### config.mk
export PLATFORM = sky130hd
export DESIGN_NAME = crc32_sig_frame_chk_sig_ctrl_dly
export DESIGN_NICKNAME = d
export VERILOG_FILES = /design/src/rtl/crc32_sig_frame_chk_pkg.sv /design/src/rtl/crc32_sig_frame_chk_sig_ctrl_dly.sv
export SDC_FILE = /design/constraint.sdc
export NUM_CORES = 1
export LEC_CHECK = 0
export CORE_AREA = 2 2 39 41
export DETAILED_ROUTE_END_ITERATION = 8
export DIE_AREA = 0 0 41 43
export PLACE_DENSITY = 0.31
export SYNTH_ARGS = -nofsm -noshare
export SYNTH_HDL_FRONTEND = slang
export SYNTH_SLANG_ARGS = --single-unit
### constraint.sdc
create_clock -name clk_i -period 0.8 [get_ports clk_i]
set_input_delay 0.2 -clock clk_i [delete_from_list [all_inputs] [get_ports clk_i]]
set_output_delay 0.2 -clock clk_i [all_outputs]
set_load 0.005 [all_outputs]
### src/rtl/crc32_sig_frame_chk_pkg.sv
// Shared CRC32 definitions for the frame checker: polynomial, 64-bit zero-advance
// matrix (MSB-first bit order, same as the signature core) and FSM/control types.
package crc32_sig_frame_chk_pkg;

    localparam logic [31:0] CRC32_POLY = 32'h04C11DB7;

    typedef enum logic {
        IDLE     = 1'b0,
        IN_FRAME = 1'b1
    } state_e;

    typedef struct packed {
        logic v;
        logic s;
        logic e;
    } ctrl_t;

    // Shift 64 zero bits through the CRC register; unrolls to a pure XOR matrix.
    function automatic logic [31:0] crc32_adv64(input logic [31:0] crc);
        logic [31:0] c;
        c = crc;
        for (int i = 0; i < 64; i++) begin
            c = {c[30:0], 1'b0} ^ (c[31] ? CRC32_POLY : 32'h0);
        end
        return c;
    endfunction

endpackage

### src/rtl/crc32_sig_frame_chk_sig_ctrl_dly.sv
// SIG_LAT-deep delay line for {valid,sop,eop} so control lines up with the
// signature core output.
module crc32_sig_frame_chk_sig_ctrl_dly
    import crc32_sig_frame_chk_pkg::*;
#(
    parameter int SIG_LAT = 2
) (
    input  logic  clk_i,
    input  logic  arst_i,
    input  ctrl_t d_i,
    output ctrl_t q_o
);

    ctrl_t stage_q [SIG_LAT];

    genvar gi;
    generate
        for (gi = 0; gi < SIG_LAT; gi++) begin : g_stage
            ctrl_t src;
            if (gi == 0) begin : g_first
                assign src = d_i;
            end else begin : g_rest
                assign src = stage_q[gi-1];
            end
            always_ff @(posedge clk_i or posedge arst_i) begin
                if (arst_i) begin
                    stage_q[gi] <= '0;
                end else begin
                    stage_q[gi] <= src;
                end
            end
        end
    endgenerate

    assign q_o = stage_q[SIG_LAT-1];

endmodule

After elaboration in Yosys (flattened, before gate mapping)
Index checks and enable logic that the tools add are counted.
{"block": "word_totals", "out_inout_bits": 3, "elab_cells": 6, "regBits": 6, "inputBits": 5}

Longest topological paths before layout
Gate-level depths: netlist of run 1.
{"block": "logic_depth", "word_depth": 0, "mapped_depth": 1, "depth_no_buf": 1}

Worst setup path before layout of run 1
Ideal clock, no wire load.
{"block": "synth_path", "path_kind": "reg2out", "from": "register stage_q, in the netlist q_o[0]", "to": "output port q_o[0] (netlist bit)", "required_time_ns": 0.600, "path_slack_ns": 0.251, "path_stages_with_launch": 1, "t_arrival_ns": 0.349, "cell_sequence": "dfrtp_1"}
{"item": "from (decl)", "line_no": "crc32_sig_frame_chk_sig_ctrl_dly.sv:14", "text": "ctrl_t stage_q [SIG_LAT];"}
{"item": "from (signal, indexed assignment)", "line_no": "crc32_sig_frame_chk_sig_ctrl_dly.sv:29", "text": "stage_q[gi] <= src;"}
{"item": "to (decl)", "line_no": "crc32_sig_frame_chk_sig_ctrl_dly.sv:11", "text": "output ctrl_t q_o"}
No word-level cell between the ends.

Worst setup path after layout of run 1
{"block": "layout_path", "from": "register stage_q, in the netlist q_o[2]", "to": "output port q_o[2] (netlist bit)"}
No word-level cell between the ends.

==> results of run 1 <==
==> cell usage in the layout, fill, tap and decap left out, drive strengths merged <==
master         n
buf            3
clkbuf         3
clkdlybuf4s50  4
dfrtp          6
inv            1
==> worst paths after layout <==
check | startpoint | to | slack, ns
setup / recovery | q_o[2] | q_o[2] | -0.10
hold / removal | arst_i | q_o[1] | 0.17
setup reg to reg | g_stage[1].src[0] | q_o[0] | 0.33
hold reg to reg | g_stage[1].src[1] | q_o[1] | 0.34
max in group asynchronous | arst_i | g_stage[1].src[2] | 0.44
min in group clk_i | g_stage[1].src[1] | q_o[1] | 0.34
==> registers in the layout, indices dropped and copies added (netlist names) <==
signal       cells
g_stage.src      3
q_o              3
==> cell usage after synthesis <==
library cell | instances | area [sq um]
inv_1 | 1 | 3.750
dfrtp_1 | 6 | 150.1
==> logic make-up after synthesis <==
group	share of synthesized area (%)
buf+inv	2.437
flops	97.56
==> power groups by stage <==
stage / clock (mW) / combinational (mW) / sequential, mW
floorplan: 0 / 0.00484 / 0.329
global placement: 0 / 0.0414 / 0.327
detailed placement: 0 / 0.0417 / 0.328
CTS: 0.286 / 0.0344 / 0.323
global route: 0.301 / 0.0375 / 0.324
finish: 0.266 / 0.0333 / 0.323
==> stage by stage <==
step           total power, mW  worst slack (ns)  hold WS, ns
2_1_floorplan           0.3335            0.2507    -0.009041
3_3_place_gp            0.3689           -0.1936       0.3381
3_5_place_dp            0.3696           -0.1917       0.3365
4_1_cts                 0.6432           -0.1176       0.1733
5_1_grt                 0.6626           -0.1384       0.2123
6_report                0.6218           -0.1022       0.1748
==> layout make-up <==
class                   instances  area share, %
inverters                       1          1.493
well taps                      16          7.960
repair buffers                  7          21.89
flip-flops and latches          6          59.70
clock buffers                   3          8.955
==> routing by layer <==
metal | wire length [um] | vias up | GRT usage [%]
met5 | 0 | - | 0
met4 | 0 | 0 | 4.000
met3 | 39 | 0 | 4.712
met2 | 101 | 6 | 4.063
met1 | 88 | 38 | 3.618
li1 | - | 40 | -
==> metrics.txt, run 1 <==
gr ovfl total 0; Via-to-Cell Ratio 2.545; clock buffer depth 2; Final nets 24; placed cell count 30; RSZ-0062 raised after global routing true; Post-Syn Nets 12; Yosys reg bits 6; DR pass1 iterations 1; final setup violation count 3; P_sw 0.1109 mW; clock latency on the worst-skew pair 0.24 ns; Post-CTS Setup Inserts 0; WP data required 0.60 ns; placer congestion estimate 0.5675; mapped cell area 153.9 sq um; achievable frequency 1108 MHz; status finished with violations; standard-cell rows 14; FF/Latch Area 150.1 sq um; multi-input gates 0; Slowest-stage cell, CP dfrtp_1; clk_skew 0.001207 ns; Logic pwr share 5.4%; MaxCap Viol Count 0; switching share of total power 17.84%; Buf/Inv on CP 1; Starting DRT DRC Count 0; Post-DP Area 244.0 sq um; Seq pwr share 51.9%; CP endpoint kind output port; post-route setup slack -0.1022 ns; post-synthesis sequential area ratio 97.56%; Syn Area/Cell 21.99 sq um; vias in the first global route 100; Pint 0.5109 mW; endpoints failing hold 0; YS warnings 0; pin slew with the least headroom to its limit 0.2175 ns; R2R cell count 0; Detailed Route WL 229 um; Hold WC Path Type input pin to asynchronous set/reset pin; fin util 18.17%; area grow syn2layout 63.41%; # IOs 8; pin count of the biggest net entering global routing 7; design area 251.5 sq um; Arrival @ worst endpoint 0.70 ns; number of CTS-inserted buffers 3; Buffers on Ports 7; TritonCTS Sinks 6; Startpoint Class register; Mapped Cells 7; Avg WL per Cell 6.939 um; total negative slack -0.3060 ns; Largest stage delay, worst path 0.35 ns; antenna-violating nets left 0; Root Buffer Master clkbuf_4; H-tree levels 1; Slew Viols, Final 0; CTS Hold Bufs 0; Die Height 43 um; CP top delay family flip-flops; Cell variety after synth 2; Crit. path cell count 1; Fillers 147; die width 41 um; initial core utilization 11.12%; Clk pwr share 42.7%; Final min period 0.9022 ns; ant diodes 0; Peak supply drop 1171 uV; Layout Cells excl Fill 33; initial antenna violation count 0; critical path cell sequence buf_2; TritonCTS clock tree built; GRT Total Usage 3.943%; multi-input logic area 0 sq um; die area 1763 sq um; area of the core 1384 sq um; DR DRC count 0; Clk pin slew, worst setup/hold paths 0.04 ns; PostCTS Resize Cnt 12; global-route wire length before repair 386 um; Static Leak 0.1165 nW; share of cells above drive strength 1 35.29%; Vias 84; Rel. slew slack 85.49%; pwr/cell area 2473 nW/um^2; type of the worst setup path register to output port; fin crit share 112.8%; critical path fanouts, max 1; failing checks setup timing
Power figures use the tool's default switching activity.
==> run 2, diff against run 1 <==
--- a/config.mk
+++ b/config.mk
@@ -9,6 +9,7 @@
 export DETAILED_ROUTE_END_ITERATION = 8
 export DIE_AREA = 0 0 41 43
 export PLACE_DENSITY = 0.31
+export SETUP_SLACK_MARGIN = 0.02
 export SYNTH_ARGS = -nofsm -noshare
 export SYNTH_HDL_FRONTEND = slang
 export SYNTH_SLANG_ARGS = --single-unit
==> results of run 2 <==
Same layout as run 1: the final DEF is identical, and so are final timing and power.
